File: config.mk
export PLATFORM = sky130hd
export DESIGN_NAME = mem_port_arbiter
export DESIGN_NICKNAME = d
export VERILOG_FILES = /design/src/rtl/mem_port_arbiter.sv
export SDC_FILE = /design/constraint.sdc
export NUM_CORES = 1
export LEC_CHECK = 0
export BUFFER_PORTS_ARGS = -buffer_cell sky130_fd_sc_hd__buf_4
export CAP_MARGIN = 0
export CORE_AREA = 2 2 172 174
export CTS_CLUSTER_SIZE = 8
export DETAILED_ROUTE_END_ITERATION = 10
export DIE_AREA = 0 0 174 176
export HOLD_SLACK_MARGIN = 0.05
export PLACE_DENSITY = 0.45
export SLEW_MARGIN = 20
export SYNTH_ARGS = -nofsm -noshare
export SYNTH_HDL_FRONTEND = slang
export SYNTH_SLANG_ARGS = --single-unit
File: constraint.sdc
create_clock -name clk -period 3.11 [get_ports clk]
set_input_delay 0.7775 -clock clk [delete_from_list [all_inputs] [get_ports clk]]
set_output_delay 0.7775 -clock clk [all_outputs]
set_load 0.01 [all_outputs]
File: src/rtl/mem_port_arbiter.sv
// Round-robin read/write arbiter sharing one memory port, in-order read ID FIFO.
// Define ARB_STAT_EN to build per-requester handshake counters.
module mem_port_arbiter #(
  parameter int REQUESTERS      = 3,
  parameter int ADDR_WIDTH      = 16,
  parameter int DATA_WIDTH      = 16,
  parameter int MAX_OUTSTANDING = 4
) (
  input  logic                             clk,
  input  logic                             reset_p,
  input  logic [REQUESTERS*ADDR_WIDTH-1:0] s_r_addr,
  input  logic [REQUESTERS-1:0]            s_r_avalid,
  output logic [REQUESTERS-1:0]            s_r_aready,
  output logic [REQUESTERS-1:0]            s_r_dvalid,
  output logic [DATA_WIDTH-1:0]            s_r_data,
  input  logic [REQUESTERS*ADDR_WIDTH-1:0] s_w_addr,
  input  logic [REQUESTERS*DATA_WIDTH-1:0] s_w_data,
  input  logic [REQUESTERS-1:0]            s_w_valid,
  output logic [REQUESTERS-1:0]            s_w_ready,
  output logic [ADDR_WIDTH-1:0]            m_r_addr,
  output logic                             m_r_avalid,
  input  logic                             m_r_aready,
  input  logic                             m_r_dvalid,
  input  logic [DATA_WIDTH-1:0]            m_r_data,
  output logic [ADDR_WIDTH-1:0]            m_w_addr,
  output logic [DATA_WIDTH-1:0]            m_w_data,
  output logic                             m_w_valid,
  input  logic                             m_w_ready,
  output logic                             rsp_err,
  output logic [REQUESTERS*32-1:0]         stat_rd_cnt,
  output logic [REQUESTERS*32-1:0]         stat_wr_cnt
);

  localparam int PW = (REQUESTERS > 1) ? $clog2(REQUESTERS) : 1;
  localparam int FW = (MAX_OUTSTANDING > 1) ? $clog2(MAX_OUTSTANDING) : 1;
  localparam int CW = $clog2(MAX_OUTSTANDING + 1);

  function automatic logic [PW-1:0] rr_pick(
    input logic [REQUESTERS-1:0] v,
    input logic [PW-1:0]         p
  );
    logic [PW-1:0] g;
    logic          f;
    int            j;
    g = p;
    f = 1'b0;
    for (int k = 0; k < REQUESTERS; k++) begin
      j = int'(p) + k;
      if (j >= REQUESTERS) j = j - REQUESTERS;
      if (!f && v[j]) begin
        f = 1'b1;
        g = PW'(j);
      end
    end
    return g;
  endfunction

  function automatic logic [PW-1:0] ptr_inc(input logic [PW-1:0] p);
    return (int'(p) == REQUESTERS - 1) ? '0 : p + 1'b1;
  endfunction

  function automatic logic [FW-1:0] fptr_inc(input logic [FW-1:0] p);
    return (int'(p) == MAX_OUTSTANDING - 1) ? '0 : p + 1'b1;
  endfunction

  logic [PW-1:0] rd_ptr_q, rd_ptr_d, rd_lidx_q, rd_lidx_d, rd_gnt;
  logic          rd_lock_q, rd_lock_d, rd_hs;
  logic [PW-1:0] wr_ptr_q, wr_ptr_d, wr_lidx_q, wr_lidx_d, wr_gnt;
  logic          wr_lock_q, wr_lock_d, wr_hs;
  logic [PW-1:0] fifo_q [MAX_OUTSTANDING];
  logic [FW-1:0] wp_q, wp_d, rp_q, rp_d;
  logic [CW-1:0] cnt_q, cnt_d;
  logic          not_full, pop, err_q, err_d;

  assign not_full = cnt_q < CW'(MAX_OUTSTANDING);
  assign rd_gnt   = rd_lock_q ? rd_lidx_q : rr_pick(s_r_avalid, rd_ptr_q);
  assign wr_gnt   = wr_lock_q ? wr_lidx_q : rr_pick(s_w_valid, wr_ptr_q);

  assign m_r_avalid = !reset_p && (|s_r_avalid) && not_full;
  assign m_r_addr   = s_r_addr[int'(rd_gnt)*ADDR_WIDTH +: ADDR_WIDTH];
  assign rd_hs      = m_r_avalid && m_r_aready;

  assign m_w_valid = !reset_p && (|s_w_valid);
  assign m_w_addr  = s_w_addr[int'(wr_gnt)*ADDR_WIDTH +: ADDR_WIDTH];
  assign m_w_data  = s_w_data[int'(wr_gnt)*DATA_WIDTH +: DATA_WIDTH];
  assign wr_hs     = m_w_valid && m_w_ready;

  assign pop      = !reset_p && m_r_dvalid && (cnt_q != '0);
  assign s_r_data = m_r_data;
  assign rsp_err  = err_q;

  always_comb begin
    s_r_aready = '0;
    s_w_ready  = '0;
    s_r_dvalid = '0;
    if (!reset_p && m_r_aready && not_full) s_r_aready[rd_gnt] = 1'b1;
    if (!reset_p && m_w_ready) s_w_ready[wr_gnt] = 1'b1;
    if (pop) s_r_dvalid[fifo_q[rp_q]] = 1'b1;
  end

  // A stalled grant is locked so address and owner stay stable.
  always_comb begin
    rd_ptr_d  = rd_ptr_q;
    rd_lock_d = rd_lock_q;
    rd_lidx_d = rd_lidx_q;
    if (rd_hs) begin
      rd_ptr_d  = ptr_inc(rd_gnt);
      rd_lock_d = 1'b0;
    end else if (m_r_avalid) begin
      rd_lock_d = 1'b1;
      rd_lidx_d = rd_gnt;
    end
  end

  always_comb begin
    wr_ptr_d  = wr_ptr_q;
    wr_lock_d = wr_lock_q;
    wr_lidx_d = wr_lidx_q;
    if (wr_hs) begin
      wr_ptr_d  = ptr_inc(wr_gnt);
      wr_lock_d = 1'b0;
    end else if (m_w_valid) begin
      wr_lock_d = 1'b1;
      wr_lidx_d = wr_gnt;
    end
  end

  always_comb begin
    wp_d  = rd_hs ? fptr_inc(wp_q) : wp_q;
    rp_d  = pop ? fptr_inc(rp_q) : rp_q;
    cnt_d = cnt_q;
    unique case ({rd_hs, pop})
      2'b10:   cnt_d = cnt_q + 1'b1;
      2'b01:   cnt_d = cnt_q - 1'b1;
      default: cnt_d = cnt_q;
    endcase
    err_d = err_q | (m_r_dvalid && (cnt_q == '0));
  end

  always_ff @(posedge clk) begin
    if (reset_p) begin
      rd_ptr_q  <= '0;
      rd_lock_q <= 1'b0;
      rd_lidx_q <= '0;
      wr_ptr_q  <= '0;
      wr_lock_q <= 1'b0;
      wr_lidx_q <= '0;
      wp_q      <= '0;
      rp_q      <= '0;
      cnt_q     <= '0;
      err_q     <= 1'b0;
    end else begin
      rd_ptr_q  <= rd_ptr_d;
      rd_lock_q <= rd_lock_d;
      rd_lidx_q <= rd_lidx_d;
      wr_ptr_q  <= wr_ptr_d;
      wr_lock_q <= wr_lock_d;
      wr_lidx_q <= wr_lidx_d;
      wp_q      <= wp_d;
      rp_q      <= rp_d;
      cnt_q     <= cnt_d;
      err_q     <= err_d;
    end
  end

  always_ff @(posedge clk) begin
    if (rd_hs) fifo_q[wp_q] <= rd_gnt;
  end

`ifdef ARB_STAT_EN
  for (genvar i = 0; i < REQUESTERS; i++) begin : g_stat
    logic [31:0] rd_q, wr_q;
    always_ff @(posedge clk) begin
      if (reset_p) begin
        rd_q <= '0;
        wr_q <= '0;
      end else begin
        if (rd_hs && int'(rd_gnt) == i) rd_q <= rd_q + 1'b1;
        if (wr_hs && int'(wr_gnt) == i) wr_q <= wr_q + 1'b1;
      end
    end
    assign stat_rd_cnt[i*32 +: 32] = rd_q;
    assign stat_wr_cnt[i*32 +: 32] = wr_q;
  end
`else
  assign stat_rd_cnt = '0;
  assign stat_wr_cnt = '0;
`endif

endmodule
**Word-level counts from Yosys, hierarchy flattened**

Memories as Yosys holds them, arrays and structs flattened. A register that Yosys moved wholly into a read port is not among the register bits.
Cells that the tools add are included.

- $add $sub $neg: 16
- Magnitude comparators: 19
- Equal/unequal tests: 6
- Shifts and indexed selects: 3
- Muxes and demuxes: 54
- Bitwise logic cells: 3
- Reductions and logical operators: 32

Operators by type and width:

| operator | number |
|---|---|
| $lt 32x4->1 const B | 6 |
| $mux 32 | 6 |
| $shiftx 48x7->16 | 3 |
| $mux 2 | 14 |
| $mux 1 | 21 |
| $logic_and 1x1->1 | 18 |
| $sub 3x2->4 const B | 4 |
| $bmux 1 s2 | 6 |
| $ge 3x2->1 const B | 4 |
| $lt 2x3->1 const B | 3 |
| $mux 3 | 3 |
| $add 2x1->2 const B | 4 |
| $add 2x1->3 const B | 2 |
| $add 2x2->3 const B | 2 |
| $demux 1 s2 | 3 |
| $eq 2x1->1 const B | 3 |
| $eq 2x2->1 const B | 3 |
| $ge 2x1->1 const B | 3 |
| $pmux 3 s2 | 1 |
| $reduce_or 3->1 | 2 |
| $sub 2x2->3 const B | 2 |
| $logic_not 1->1 | 5 |
| $ge 2x2->1 const B | 2 |
| $reduce_and 2->1 | 2 |
| other kinds (9) | 11 |

- Register bits: 18
- RAM bits: 8
- Bits of input ports: 171
- Output and inout port bits: 268
- Logic and storage cells: 144
- Memories: 1

Memory list:

| memory | words | width | read ports | clocked after Yosys merged registers in | wr ports | line | source |
|---|---|---|---|---|---|---|---|
| fifo_q | 4 | 2 | 1 | 1 | 1 | 70 | `logic [PW-1:0] fifo_q [MAX_OUTSTANDING];` |

**Longest topological paths before layout**

- Depth in word-level cells: 18
- Mapped depth: 11
- Mapped depth without buffers: 10

**Worst setup path after synthesis**

Ideal clock, no wire load.

- Path type: input to output
- Start: input s_w_valid[1]
- End: output m_w_addr[15]
- Arrival: 2339 ps
- Required time: 2332 ps
- Setup slack: -6 ps
- Stages: 8
- Path buffers: 2
- Cells stage by stage: buf_2 -> and4bb_1 -> a31oi_1 -> o21ai_1 -> o31ai_2 -> o21ai_4 -> buf_4 -> o221ai_1

- Longest elaborated chain between the ends: 12
- Elaborated cells between the ends (all ways): 20
- Classes of those cells: 1 x shift; 15 x mux; 4 x reduce/logical

Ends and longest elaborated chain:

| item | line | source |
|---|---|---|
| from (decl) | 18 | `input logic [REQUESTERS-1:0] s_w_valid,` |
| $bmux 1 s2 | 50 | `if (!f && v[j]) begin` |
| $mux 1 (implied by the code) (2 in a row) | 50 |  |
| $mux 1 | 50 |  |
| $logic_not 1->1 | 50 |  |
| $logic_and 1x1->1 | 50 |  |
| $mux 1 | 50 |  |
| $logic_not 1->1 | 50 |  |
| $logic_and 1x1->1 | 50 |  |
| $mux 2 (*) | 50 |  |
| $mux 2 (*) | 77 | `assign wr_gnt = wr_lock_q ? wr_lidx_q : rr_pick(s_w_valid, wr_ptr_q);` |
| $shiftx 48x7->16 (*) | 84 | `assign m_w_addr = s_w_addr[int'(wr_gnt)*ADDR_WIDTH +: ADDR_WIDTH];` |
| to (decl) | 25 | `output logic [ADDR_WIDTH-1:0] m_w_addr,` |

Mark *: on every way between the ends. The rest lies on a longest branch, timed or not. The select of a mux whose other input is x is not followed.

**Worst setup path after layout**

- Start: input s_w_valid[2]
- End: output m_w_data[3]

- Longest elaborated chain between the ends: 12
- Elaborated cells between the ends (all ways): 20
- Classes of those cells: 1 x shift; 15 x mux; 4 x reduce/logical

Ends and longest elaborated chain:

| item | line | source |
|---|---|---|
| $bmux 1 s2 | 50 |  |
| $mux 1 (implied by the code) (2 in a row) | 50 |  |
| $mux 1 | 50 |  |
| $logic_not 1->1 | 50 |  |
| $logic_and 1x1->1 | 50 |  |
| $mux 1 | 50 |  |
| $logic_not 1->1 | 50 |  |
| $logic_and 1x1->1 | 50 |  |
| $mux 2 (*) | 50 |  |
| $mux 2 (*) | 77 |  |
| $shiftx 48x7->16 (*) | 85 | `assign m_w_data = s_w_data[int'(wr_gnt)*DATA_WIDTH +: DATA_WIDTH];` |
| to (decl) | 26 | `output logic [DATA_WIDTH-1:0] m_w_data,` |

Marked as above.

==> results.sh <==
export IMPL_setup_worst_path_end_class="primary output"
export IMPL_route_detailed_drc=0
export IMPL_grt_pass1_wl_microns=21500
export IMPL_design_core_area_sq_mm=0.0285
export IMPL_worst_setup_path_type="in2out"
export IMPL_fmax_mhz=292
export IMPL_timing_critical_path_max_delay_family="compound AO/OA/AOI/OAI gates"
export IMPL_area_growth_pct=63.4
export IMPL_rows=62
export IMPL_yosysSeqAreaShare=0.138
export IMPL_worst_path_most_repeated_cell="buf_6"
export IMPL_drive_gt1_frac=0.487
export IMPL_cts_htree_levels=1
export IMPL_num_nets_final=1047
export IMPL_fin_worst_skew_ps=1.32
export IMPL_hold_buffers=0
export IMPL_postSynthCellCount=598
export IMPL_fin_cells=1246
export IMPL_vdd_drop_max_v=0.000312
export IMPL_count_of_flip_flops_with_a_built_in_enable_after_synthesis=8
export IMPL_synthesis_area_per_instance_sq_um=7.74
export IMPL_slowest_delay_ps=400
export IMPL_track_usage=0.0866
export IMPL_timing_worst_slew_pin_value_ps=534
export IMPL_chipHeight_microns=176
export IMPL_slew_violations=0
export IMPL_gr_layer_usage_met3=0.0282
export IMPL_final_hold_viol_count=0
export IMPL_static_leakage_power_nw=3.62
export IMPL_syn_cell_area_sq_mm=0.00463
export IMPL_min_period_over_period=1.10
export IMPL_critical_path_max_fanout=6
export IMPL_netlist_top_cells_area="buf_4 (35%), dfxtp_1 (8.7%), inv_1 (6.4%)"
export IMPL_grt_util_met2=0.167
export IMPL_drt_iter0_markers=128
export IMPL_detail_route_vias_per_cell=3.61
export IMPL_tritoncts_num_buffers=3
export IMPL_busiest_layer="met2"
export IMPL_layout_setup_ws_ps=-312
export IMPL_drtAntennaViolNets=0
export IMPL_layout_core_utilization=0.265
export IMPL_gp_congestion=0.766
export IMPL_design_die_area_sq_mm=0.0306
export IMPL_place_inst=1205
export IMPL_crit_arrival_ps=2640
export IMPL_root_buffer="clkbuf_16"
export IMPL_crit_path_start_kind="input port"
export IMPL_synth_top_cell_area_share=0.347
export IMPL_multi_input_comb_area_sq_mm=0.00337
export IMPL_status="finished with violations"
export IMPL_cts_sink_count=28
export IMPL_wl_per_cell_microns=12.8
export IMPL_first_global_vias=4094
export IMPL_floorplan_die_width_microns=174
export IMPL_timing_critical_path_cells="buf_12 > buf_6 > and4bb_1 > a31oi_2 > o21a_1 > a221o_1 > o21ai_4 > buf_6 > buf_8 > o221ai_2 > buf_4"
export IMPL_fillCellCount=3095
export IMPL_powerDensity_mw_per_mm2=477
export IMPL_ys_seq_elements=28
export IMPL_io_buffer_count=214
export IMPL_report_final_setup_viol=54
export IMPL_violations="setup timing"
export IMPL_routed_via_count=4493
export IMPL_cts_clk_slew_worst_paths_ps=70
export IMPL_synth_warnings=0
export IMPL_synthDistinctLibCells=55
export IMPL_netlist_top_cell_by_area="buf_4"
export IMPL_ys_dominant_reg_cell="dfxtp_1"
export IMPL_clock_tree_from_tritoncts="built"
export IMPL_cap_violations=0
export IMPL_grt_met1_usage=0.0907
export IMPL_slew_headroom=0.641
export IMPL_dr_pass1_iters=4
export IMPL_antenna_found_initial=0
export IMPL_ioPinCount=439
export IMPL_cpMaxStageDelayCell="a221o_1"
export IMPL_clock_path_buffers=2
export IMPL_grt_overflow_total=0
export IMPL_wl_final_microns=16000
export IMPL_ys_async_sr_fraction=0
export IMPL_rsz0062_at_grt="true"
export IMPL_diodes=0
export IMPL_initial_utilization=0.162
export IMPL_timing_hold_worst_class="reg2reg"
export IMPL_worst_path_buf_inv=5
export IMPL_worstSkewPairLatency_ps=260
export IMPL_pin_count_of_the_biggest_net_entering_global_routing=26
export IMPL_cp_required_ps=2330
export IMPL_dp_hpwl_microns=11800
export IMPL_regArea_sq_um=653
export IMPL_finalCriticalPeriod_ps=3420
[flip-flops by register name, summed over array words and instances (netlist names), 2 cells and up, named ones only]
signal and cells:
fifo_q 8, rp_q 2, rd_ptr_q 2, rd_lidx_q 2, wr_ptr_q 2, wp_q 2
cnt_q 3, wr_lidx_q 2
[path summary, 6_finish.rpt]
| path | start | endpoint | slack [ps] | cells past startpoint |
|---|---|---|---|---|
| worst max-delay path | s_w_valid[2] | m_w_data[3] | -310 | 11 |
| worst min-delay path | rd_lock_q$_SDFFE_PP0N_ | rd_lock_q$_SDFFE_PP0N_ | 490 | 2 |
| worst max register to register | rd_ptr_q[0]$_SDFFE_PP0P_ | rd_ptr_q[0]$_SDFFE_PP0P_ | 570 | 12 |
| worst min register to register | rd_lock_q$_SDFFE_PP0N_ | rd_lock_q$_SDFFE_PP0N_ | 490 | 2 |
[per-layer routing]
| metal | up-vias | routed length, microns | part of all wire |
|---|---|---|---|
| met5 | - | 0 | 0 |
| met4 | 0 | 440 | 0.028 |
| met3 | 33 | 1380 | 0.086 |
| met2 | 237 | 9000 | 0.56 |
| met1 | 2065 | 5140 | 0.32 |
| li1 | 2158 | - | - |
[cells in the final DEF (no fill, tap or decap), drive strengths merged, types with 3 or more instances in the layout]
cell / instances
nor2b: 6
nor3: 9
mux2i: 24
or3: 5
o21ai: 11
a21oi: 10
nand3b: 4
dfxtp: 20
ha: 12
conb: 192
edfxtp: 8
clkbuf: 7
and2: 4
o2bb2ai: 17
nor2: 25
nand2b: 4
o31ai: 5
inv: 79
a211oi: 3
nand3: 32
and3: 3
o221ai: 34
o22ai: 3
buf: 300
o211ai: 3
nand2: 12
nor4: 5
[synthesized netlist by cell type (all sizes together), types with 10 or more instances]
cell type  number
ha             12
inv            79
o21ai          11
o2bb2ai        17
dfxtp          20
nor2           25
nand3          32
o221ai         34
nand2          12
a21oi          10
mux2i          24
buf           229
[power by group]
part | internal, W | switching [W]
clock | 0.000172 | 0.000120
combinational | 0.00151 | 0.00135
sequential | 0.000422 | 0.0000290
[cell type report]
cell class | count | area share
multi-input combinational | 447 | 0.447
timing repair buffer | 304 | 0.353
sequential | 28 | 0.0864
tap | 384 | 0.0636
inverter | 79 | 0.0399
clock buffer | 3 | 0.00993
clock inverter | 1 | 0.000497
[through the flow]
stage               setup TNS, ps  worst slack (ps)  area [sq um]  total power (W)  hold slack [ps]
floorplan                   -70.7             -6.05          5340          0.00174              455
global route               -17710              -377          7560          0.00385              520
finish                     -12590              -312          7560          0.00360              491
global placement           -10580              -322          6170          0.00243              458
CTS                        -10420              -260          7020          0.00327              495
detailed placement         -11000              -338          6170          0.00242              468
[cells by family (layout without fill, tap and decap cells)]
group                      count (synthesis)  count (layout)  share of synthesized area
muxes                                     26              26                     0.0617
and+or+nand+nor                          118             118                      0.134
AOI/OAI and AO/OA                         96              96                      0.186
adders and majority gates                 13              13                     0.0368
DFF                                       28              28                      0.138
other                                      1             192                   0.000811
buffers and inverters                    314             387                      0.438
xor gates and xnor gates                   2               2                    0.00379
[worst min-delay path, stage by stage, from the launching register on]
cell and delay [ps]:
dfxtp_1 310, nor2_1 90, nor3_1 40
[repair_timing]
action | 4_1_cts | 5_1_grt
buffers inserted | 20 | 11
pin swaps | 37 | 27
cloned | 6 | 6
endpoints found under the hold margin | 0 | 0
gates resized for setup | 112 | 74
setup endpoints to repair | 54 | 54
No activity file was read; power rests on OpenSTA's default activity.
